[src/rtl/ctrl_pkg.sv]
// Shared opcode constants, encodings and per-stage control bundles for the
// in-order pipeline control unit.
package ctrl_pkg;

   localparam logic [6:0] OPC_OP_IMM = 7'd19;
   localparam logic [6:0] OPC_OP     = 7'd51;
   localparam logic [6:0] OPC_LOAD   = 7'd3;
   localparam logic [6:0] OPC_STORE  = 7'd35;
   localparam logic [6:0] OPC_JAL    = 7'd111;
   localparam logic [6:0] OPC_JALR   = 7'd103;
   localparam logic [6:0] OPC_LUI    = 7'd55;
   localparam logic [6:0] OPC_AUIPC  = 7'd23;
   localparam logic [6:0] OPC_BRANCH = 7'd99;

   localparam logic [1:0] ALUOP_ADD  = 2'b00;
   localparam logic [1:0] ALUOP_BR   = 2'b01;
   localparam logic [1:0] ALUOP_FUNC = 2'b10;

   // Write-back source select
   typedef enum logic [2:0] {
      DSEL_PC4    = 3'b000,
      DSEL_ALU    = 3'b001,
      DSEL_PC_IMM = 3'b010,
      DSEL_MEM    = 3'b011,
      DSEL_IMM    = 3'b111
   } dsel_e;

   typedef struct packed {
      logic       aluSrc;
      logic [1:0] aluop;
      logic       branch;
      logic       jump;
   } ex_ctrl_t;

   typedef struct packed {
      logic memRead;
      logic memWrite;
   } mem_ctrl_t;

   typedef struct packed {
      logic  regWrite;
      dsel_e dsel;
   } wb_ctrl_t;

endpackage

[src/rtl/ctrl_decode.sv]
// Combinational opcode decode into EX/MEM/WB control bundles plus source
// operand usage; undecodable or invalid instructions produce an all-zero bubble.
module ctrl_decode
   import ctrl_pkg::*;
(
   input  logic      valid,
   input  logic [6:0] opcode,
   output ex_ctrl_t  ex_ctrl,
   output mem_ctrl_t mem_ctrl,
   output wb_ctrl_t  wb_ctrl,
   output logic      use_rs1,
   output logic      use_rs2,
   output logic      illegal
);

   logic known;

   always_comb begin
      ex_ctrl  = '0;
      mem_ctrl = '0;
      wb_ctrl  = '0;
      use_rs1  = 1'b0;
      use_rs2  = 1'b0;
      known    = 1'b1;
      case (opcode)
         OPC_OP_IMM: begin
            ex_ctrl.aluSrc   = 1'b1;
            ex_ctrl.aluop    = ALUOP_FUNC;
            wb_ctrl.regWrite = 1'b1;
            wb_ctrl.dsel     = DSEL_ALU;
            use_rs1          = 1'b1;
         end
         OPC_OP: begin
            ex_ctrl.aluop    = ALUOP_FUNC;
            wb_ctrl.regWrite = 1'b1;
            wb_ctrl.dsel     = DSEL_ALU;
            use_rs1          = 1'b1;
            use_rs2          = 1'b1;
         end
         OPC_LOAD: begin
            ex_ctrl.aluSrc   = 1'b1;
            ex_ctrl.aluop    = ALUOP_ADD;
            mem_ctrl.memRead = 1'b1;
            wb_ctrl.regWrite = 1'b1;
            wb_ctrl.dsel     = DSEL_MEM;
            use_rs1          = 1'b1;
         end
         OPC_STORE: begin
            ex_ctrl.aluSrc    = 1'b1;
            ex_ctrl.aluop     = ALUOP_ADD;
            mem_ctrl.memWrite = 1'b1;
            wb_ctrl.dsel      = DSEL_ALU;
            use_rs1           = 1'b1;
            use_rs2           = 1'b1;
         end
         OPC_JAL: begin
            ex_ctrl.aluSrc   = 1'b1;
            ex_ctrl.jump     = 1'b1;
            wb_ctrl.regWrite = 1'b1;
            wb_ctrl.dsel     = DSEL_PC4;
         end
         OPC_JALR: begin
            ex_ctrl.aluSrc   = 1'b1;
            ex_ctrl.jump     = 1'b1;
            wb_ctrl.regWrite = 1'b1;
            wb_ctrl.dsel     = DSEL_PC4;
            use_rs1          = 1'b1;
         end
         OPC_LUI: begin
            ex_ctrl.aluSrc   = 1'b1;
            wb_ctrl.regWrite = 1'b1;
            wb_ctrl.dsel     = DSEL_IMM;
         end
         OPC_AUIPC: begin
            wb_ctrl.regWrite = 1'b1;
            wb_ctrl.dsel     = DSEL_PC_IMM;
         end
         OPC_BRANCH: begin
            ex_ctrl.aluop  = ALUOP_BR;
            ex_ctrl.branch = 1'b1;
            use_rs1        = 1'b1;
            use_rs2        = 1'b1;
         end
         default: known = 1'b0;
      endcase

      // Anything that is not a real, decodable instruction becomes a bubble
      if (!(valid && known)) begin
         ex_ctrl  = '0;
         mem_ctrl = '0;
         wb_ctrl  = '0;
         use_rs1  = 1'b0;
         use_rs2  = 1'b0;
      end
      illegal = valid & ~known;
   end

endmodule

[src/rtl/pipe_ctrl_unit.sv]
// Pipeline control: ID->EX->MEM->WB control registers, load-use hold,
// branch flush and EX operand forwarding selects.
module pipe_ctrl_unit
   import ctrl_pkg::*;
#(
   parameter int REG_AW = 5,
   parameter int DSEL_W = 3
) (
   input  logic              clk,
   input  logic              rst_n,
   input  logic              id_valid,
   input  logic [6:0]        id_opcode,
   input  logic [REG_AW-1:0] id_rs1,
   input  logic [REG_AW-1:0] id_rs2,
   input  logic [REG_AW-1:0] id_rd,
   input  logic              ex_branch_taken,
   input  logic              stall_ext,
   output logic              hold_id,
   output logic              flush_id,
   output logic              illegal_instr,
   output logic              ex_valid,
   output logic              ex_aluSrc,
   output logic              ex_branch,
   output logic              ex_jump,
   output logic [1:0]        ex_aluop,
   output logic [REG_AW-1:0] ex_rs1,
   output logic [REG_AW-1:0] ex_rs2,
   output logic [REG_AW-1:0] ex_rd,
   output logic              mem_valid,
   output logic              mem_memRead,
   output logic              mem_memWrite,
   output logic [REG_AW-1:0] mem_rd,
   output logic              wb_valid,
   output logic              wb_regWrite,
   output logic [DSEL_W-1:0] wb_dsel,
   output logic [REG_AW-1:0] wb_rd,
   output logic [1:0]        fwd_a,
   output logic [1:0]        fwd_b
);

   ex_ctrl_t  dec_ex;
   mem_ctrl_t dec_mem;
   wb_ctrl_t  dec_wb;
   logic      dec_use_rs1;
   logic      dec_use_rs2;
   logic      dec_illegal;

   ctrl_decode u_decode (
      .valid    (id_valid),
      .opcode   (id_opcode),
      .ex_ctrl  (dec_ex),
      .mem_ctrl (dec_mem),
      .wb_ctrl  (dec_wb),
      .use_rs1  (dec_use_rs1),
      .use_rs2  (dec_use_rs2),
      .illegal  (dec_illegal)
   );

   logic              ex_valid_reg,  ex_valid_next;
   ex_ctrl_t          ex_ex_reg,     ex_ex_next;
   mem_ctrl_t         ex_mem_reg,    ex_mem_next;
   wb_ctrl_t          ex_wb_reg,     ex_wb_next;
   logic [REG_AW-1:0] ex_rs1_reg,    ex_rs1_next;
   logic [REG_AW-1:0] ex_rs2_reg,    ex_rs2_next;
   logic [REG_AW-1:0] ex_rd_reg,     ex_rd_next;
   logic              mem_valid_reg;
   mem_ctrl_t         mem_mem_reg;
   wb_ctrl_t          mem_wb_reg;
   logic [REG_AW-1:0] mem_rd_reg;
   logic              wb_valid_reg;
   wb_ctrl_t          wb_wb_reg;
   logic [REG_AW-1:0] wb_rd_reg;

   logic load_use;
   logic bubble;

   // Load-use: the instruction in ID needs a value the load in EX has not fetched yet
   always_comb begin
      load_use = ex_valid_reg && ex_mem_reg.memRead && (ex_rd_reg != '0) && id_valid &&
                 ((dec_use_rs1 && (id_rs1 == ex_rd_reg)) ||
                  (dec_use_rs2 && (id_rs2 == ex_rd_reg)));
   end

   assign flush_id      = ex_branch_taken;
   assign hold_id       = rst_n & load_use & ~ex_branch_taken;
   assign illegal_instr = dec_illegal;
   assign bubble        = hold_id | flush_id | ~id_valid | dec_illegal;

   always_comb begin
      ex_valid_next = 1'b0;
      ex_ex_next    = '0;
      ex_mem_next   = '0;
      ex_wb_next    = '0;
      ex_rs1_next   = '0;
      ex_rs2_next   = '0;
      ex_rd_next    = '0;
      if (!bubble) begin
         ex_valid_next = 1'b1;
         ex_ex_next    = dec_ex;
         ex_mem_next   = dec_mem;
         ex_wb_next    = dec_wb;
         ex_rs1_next   = id_rs1;
         ex_rs2_next   = id_rs2;
         ex_rd_next    = id_rd;
      end
   end

   always_ff @(posedge clk) begin
      if (!rst_n) begin
         ex_valid_reg  <= 1'b0;
         ex_ex_reg     <= '0;
         ex_mem_reg    <= '0;
         ex_wb_reg     <= '0;
         ex_rs1_reg    <= '0;
         ex_rs2_reg    <= '0;
         ex_rd_reg     <= '0;
         mem_valid_reg <= 1'b0;
         mem_mem_reg   <= '0;
         mem_wb_reg    <= '0;
         mem_rd_reg    <= '0;
         wb_valid_reg  <= 1'b0;
         wb_wb_reg     <= '0;
         wb_rd_reg     <= '0;
      end else if (!stall_ext) begin
         ex_valid_reg  <= ex_valid_next;
         ex_ex_reg     <= ex_ex_next;
         ex_mem_reg    <= ex_mem_next;
         ex_wb_reg     <= ex_wb_next;
         ex_rs1_reg    <= ex_rs1_next;
         ex_rs2_reg    <= ex_rs2_next;
         ex_rd_reg     <= ex_rd_next;
         mem_valid_reg <= ex_valid_reg;
         mem_mem_reg   <= ex_mem_reg;
         mem_wb_reg    <= ex_wb_reg;
         mem_rd_reg    <= ex_rd_reg;
         wb_valid_reg  <= mem_valid_reg;
         wb_wb_reg     <= mem_wb_reg;
         wb_rd_reg     <= mem_rd_reg;
      end
   end

   // One forwarding comparator pair per EX source operand; MEM outranks WB
   logic [REG_AW-1:0] ex_src [2];
   logic [1:0]        fwd_sel [2];
   assign ex_src[0] = ex_rs1_reg;
   assign ex_src[1] = ex_rs2_reg;

   generate
      for (genvar gi = 0; gi < 2; gi++) begin : g_fwd
         logic mem_hit;
         logic wb_hit;
         assign mem_hit = mem_valid_reg && mem_wb_reg.regWrite && (mem_rd_reg != '0) &&
                          (mem_rd_reg == ex_src[gi]);
         assign wb_hit  = wb_valid_reg && wb_wb_reg.regWrite && (wb_rd_reg != '0) &&
                          (wb_rd_reg == ex_src[gi]);
         assign fwd_sel[gi] = !rst_n  ? 2'b00 :
                              mem_hit ? 2'b10 :
                              wb_hit  ? 2'b01 : 2'b00;
      end
   endgenerate

   assign fwd_a = fwd_sel[0];
   assign fwd_b = fwd_sel[1];

   assign ex_valid     = ex_valid_reg;
   assign ex_aluSrc    = ex_ex_reg.aluSrc;
   assign ex_aluop     = ex_ex_reg.aluop;
   assign ex_branch    = ex_ex_reg.branch;
   assign ex_jump      = ex_ex_reg.jump;
   assign ex_rs1       = ex_rs1_reg;
   assign ex_rs2       = ex_rs2_reg;
   assign ex_rd        = ex_rd_reg;
   assign mem_valid    = mem_valid_reg;
   assign mem_memRead  = mem_mem_reg.memRead;
   assign mem_memWrite = mem_mem_reg.memWrite;
   assign mem_rd       = mem_rd_reg;
   assign wb_valid     = wb_valid_reg;
   assign wb_regWrite  = wb_wb_reg.regWrite;
   assign wb_dsel      = DSEL_W'(wb_wb_reg.dsel);
   assign wb_rd        = wb_rd_reg;

endmodule

[config.mk]
export PLATFORM = sky130hd
export DESIGN_NAME = pipe_ctrl_unit
export DESIGN_NICKNAME = d
export VERILOG_FILES = /design/src/rtl/ctrl_pkg.sv /design/src/rtl/ctrl_decode.sv /design/src/rtl/pipe_ctrl_unit.sv
export SDC_FILE = /design/constraint.sdc
export NUM_CORES = 1
export LEC_CHECK = 0
export BUFFER_PORTS_ARGS = -buffer_cell sky130_fd_sc_hd__clkbuf_2
export CORE_UTILIZATION = 53
export CTS_CLUSTER_SIZE = 25
export DETAILED_ROUTE_END_ITERATION = 12
export GPL_TIMING_DRIVEN = 0
export PLACE_DENSITY = 0.77
export SLEW_MARGIN = 10
export SYNTH_ARGS = -nofsm -noshare
export SYNTH_HDL_FRONTEND = slang
export SYNTH_HIERARCHICAL = 1
export SYNTH_SLANG_ARGS = --single-unit
[constraint.sdc]
create_clock -name clk -period 2.55 [get_ports clk]
set_input_delay 0.6375 -clock clk [delete_from_list [all_inputs] [get_ports clk]]
set_output_delay 0.6375 -clock clk [all_outputs]
set_load 0.02 [all_outputs]
==> flow_summary_export.csv <==
group,metric,value,unit
clock_network,number_of_buffers_on_the_longest_clock_path,2,
critical_path,critical_path_arrival,1880,ps
routing,drt.antenna.violating_nets,0,
grt,gr-total-overflow,0,
critical_path,startpoint,"id_valid",
grt,grt_use_total,0.2629,
sta,relSlewSlack,0.5510,
floorplanning,floorplan.io_pins,73,
final_layout,areaGrowthSynthToFinish,23.19,%
grt,antenna_found_initial,0,
outcome,outcome,"complete, no violations",
synthesis,synth_edf_count,0,
synthesis,synthesis.nets,320,
hold_path,hold_path.startpoint,"ex_wb_reg[2]",
hold_path,worst_hold_path_type,"reg -> reg",
synthesis,synth.largest_area_cell,"sky130_fd_sc_hd__dfxtp_1",
routing,finalWirelength,6891,µm
floorplanning,fp.dieArea,5410,µm²
critical_path,critical-path-max-stage-delay,220,ps
pwr,power,1469,µW
placement,gpl.final_weighted_congestion,0.8331,
synthesis,syn_avg_cell_area,9.262,µm²
sta,worst-slew-pin-transition,668.5,ps
final_layout,design.final.nets,399,
flow_run,max_cap_violations,0,
critical_path,timing.critical_path.slowest_stage_cell,"sky130_fd_sc_hd__nor3b_4",
routing,drt_pass1_iterations,5,
clock_network,worstSkewPairLatency,310,ps
critical_path,regToRegStartpoint,"ex_rd[4]",
placement,dp_hpwl,5027,µm
synthesis,synthTopCellsByArea,"sky130_fd_sc_hd__dfxtp_1 (36%), sky130_fd_sc_hd__mux2i_1 (8.5%), sky130_fd_sc_hd__a32oi_1 (8.4%), sky130_fd_sc_hd__xnor2_1 (6.5%), sky130_fd_sc_hd__nor2b_1 (5.3%)",
grt,number_of_global_route_vias_before_repair,2120,
synthesis,synth_async_sr_flop_share,0,
pwr,power.density_cell_area,439.4,nW/µm²
final_layout,layoutNonFillerInstCount,440,
floorplanning,die_h,73.56,µm
placement,place_worst_setup_slack,-389.0,ps
clock_network,ctsHoldBuffers,0,
sta,layout_setup_ws,31.82,ps
synthesis,synth_top_flop_cell,"sky130_fd_sc_hd__dfxtp_1",
sta,final_max_tran_viols,0,
critical_path,critPathRequiredTime,1910,ps
sta,grt_setup_unrepaired,"true",
clock_network,total_cts_buffers,5,
sta,setup_viol,0,
routing,via_per_inst,5.668,
placement,placed_cells,428,
critical_path,end_kind,"primary output",
clock_network,htree_levels,2,
final_layout,layout-drive-gt1-share,0.3217,
critical_path,critical_path_class,"in -> out",
critical_path,critical_path.max_fanout,9,
sta,report.final.hold_viol_count,0,
clock_network,numClockSinks,49,
clock_network,ctsRootBufferMaster,"sky130_fd_sc_hd__clkbuf_8",
grt,first_pass_grt_wire_length,10720,µm
routing,wl_per_instance,15.66,µm
routing,drc,0,
critical_path,critical_path.startpoint_type,"primary input",
synthesis,yosysSeqAreaShare,0.3615,
routing,drt_first_iter_violations,165,
floorplanning,core_region,4817,µm²
synthesis,netlist-cell-type-count,46,
floorplanning,start_util,0.5634,
floorplanning,die_w,73.56,µm
final_layout,antennaDiodeCount,0,
sta,min_period,2518,ps
synthesis,ys_warn_count,6,
pwr,peakVddDrop,0.0004171,V
clock_network,clk_transition_reported_paths,90,ps
synthesis,flip_flop_and_latch_count_after_synthesis,49,
floorplanning,num_rows,25,
critical_path,crit_path_cell_trace,"clkbuf_2 > nand3_4 > nor3_1 > and3_1 > nand2_1 > o22ai_4 > nor3b_4 > clkbuf_8",
final_layout,n_fill_cell,423,
pwr,static-leakage-power,0.001372,µW
sta,final.period_utilization,0.9875,
sta,clock_skew,4.039,ps
synthesis,synth_area,2714,µm²
final_layout,layout.core_utilization,0.6940,
synthesis,synthCells,293,
routing,dr_total_vias,2494,
synthesis,synth_top_cell_area_share,0.3615,
grt,pin_count_of_the_biggest_net_entering_global_routing,17,
sta,fmax,397.1,MHz
clock_network,cts_tree,"yes",
placement,io_buffers,68,
-- worst max-delay path, delay by kind of cell --
kind	cells	cell delay, ps
AND/OR/NAND/NOR	5	790
buffers and inverters	2	310
AO/OA/AOI/OAI	1	150
-- routing by layer --
layer / GRT usage / up-vias / wire [µm] / share of wire
met5: 0 / - / 0 / 0
met4: 0.05769 / 0 / 63 / 0.0091
met3: 0.05075 / 6 / 384 / 0.056
met2: 0.4302 / 93 / 3312 / 0.48
met1: 0.3585 / 1174 / 3131 / 0.45
li1: - / 1221 / - / -
-- layout by cell type, fill, tap and decap left out, types with 2 or more instances in the layout --
| cell type | synthesis | layout |
|---|---|---|
| sky130_fd_sc_hd__buf_6 | 10 | 10 |
| sky130_fd_sc_hd__dfxtp_1 | 49 | 45 |
| sky130_fd_sc_hd__nor2_1 | 6 | 6 |
| sky130_fd_sc_hd__nand2_1 | 32 | 32 |
| sky130_fd_sc_hd__mux2i_1 | 23 | 23 |
| sky130_fd_sc_hd__nor2b_1 | 23 | 23 |
| sky130_fd_sc_hd__buf_2 | 7 | 8 |
| sky130_fd_sc_hd__xor2_1 | 10 | 10 |
| sky130_fd_sc_hd__nor4_2 | 1 | 2 |
| sky130_fd_sc_hd__nand4_1 | 2 | 2 |
| sky130_fd_sc_hd__clkbuf_1 | 5 | 4 |
| sky130_fd_sc_hd__a21oi_1 | 3 | 3 |
| sky130_fd_sc_hd__o21ai_1 | 27 | 27 |
| sky130_fd_sc_hd__clkbuf_2 | 2 | 65 |
| sky130_fd_sc_hd__xnor2_1 | 20 | 20 |
| sky130_fd_sc_hd__nor3_1 | 6 | 5 |
| sky130_fd_sc_hd__and2_1 | 3 | 3 |
| sky130_fd_sc_hd__buf_4 | 1 | 8 |
| sky130_fd_sc_hd__a32oi_1 | 26 | 26 |
| sky130_fd_sc_hd__clkbuf_8 | 0 | 6 |
| sky130_fd_sc_hd__nor4_4 | 1 | 2 |
| sky130_fd_sc_hd__nor4_1 | 4 | 2 |
| sky130_fd_sc_hd__o21a_1 | 2 | 2 |
| sky130_fd_sc_hd__nand3_1 | 5 | 5 |
| sky130_fd_sc_hd__dfxtp_2 | 0 | 3 |
| sky130_fd_sc_hd__nor3_2 | 2 | 3 |
-- per-stage QoR --
stage	setup TNS, ps	cell area, µm²	hold slack, ps
2_1_floorplan	0	2725	441.2
3_3_place_gp	-398.8	3149	457.1
3_5_place_dp	-389.0	3149	462.3
4_1_cts	-3.380	3278	486.6
5_1_grt	-99.23	3343	515.4
6_report	0	3343	486.1
-- Yosys cell counts (2+ instances only) --
library cell	number
sky130_fd_sc_hd__a21oi_1	3
sky130_fd_sc_hd__nor2_1	6
sky130_fd_sc_hd__nand4_1	2
sky130_fd_sc_hd__o21ai_1	27
sky130_fd_sc_hd__nor3_2	2
sky130_fd_sc_hd__and2_1	3
sky130_fd_sc_hd__mux2i_1	23
sky130_fd_sc_hd__a32oi_1	26
sky130_fd_sc_hd__nand2_1	32
sky130_fd_sc_hd__xnor2_1	20
sky130_fd_sc_hd__dfxtp_1	49
sky130_fd_sc_hd__nor4_1	4
sky130_fd_sc_hd__clkbuf_2	2
sky130_fd_sc_hd__o21a_1	2
sky130_fd_sc_hd__nor2b_1	23
sky130_fd_sc_hd__xor2_1	10
sky130_fd_sc_hd__buf_2	7
sky130_fd_sc_hd__nor3_1	6
sky130_fd_sc_hd__buf_6	10
sky130_fd_sc_hd__clkbuf_1	5
sky130_fd_sc_hd__nand3_1	5
sky130_fd_sc_hd__or4_1	2
-- cell type report --
cell class / count / area, µm² / area share
Multi-Input combinational cell: 218 / 1603 / 0.4794
Sequential cell: 49 / 988.4 / 0.2957
Timing Repair Buffer: 72 / 386.6 / 0.1156
Buffer: 25 / 187.7 / 0.05614
Tap cell: 67 / 83.83 / 0.02507
Clock buffer: 5 / 68.82 / 0.02058
Clock inverter: 3 / 21.27 / 0.006362
Inverter: 1 / 3.754 / 0.001123
-- kinds of logic after synthesis --
family                 count (synthesis)  share of synthesized area
XOR/XNOR                              30                    0.09682
flip-flops                            49                     0.3615
AND/OR/NAND/NOR                       98                     0.2135
buffers and inverters                 26                    0.06916
multiplexers                          23                    0.08483
AO/OA/AOI/OAI                         67                     0.1743
-- where the power goes --
group | internal [µW] | leakage (µW) | switching (µW) | total (µW)
Sequential | 775 | 0.000398 | 18.6 | 793
Clock | 195 | 0.0000445 | 285 | 480
Combinational | 83.2 | 0.000929 | 113 | 196
-- worst paths after layout --
kind                        to  slack (ps)  cells past startpoint
setup / recovery       hold_id          30                      8
hold / removal    ex_wb_reg[2]         490                      2
setup reg to reg     ex_aluSrc         750                      6
hold reg to reg   ex_wb_reg[2]         490                      2
-- what timing repair did --
item,CTS,global route
gates cloned,0,0
gates resized for setup,5,20
pin swaps,3,4
setup buffers,2,2
setup endpoints to repair,1,4
No activity file was read; power rests on OpenSTA's default activity.
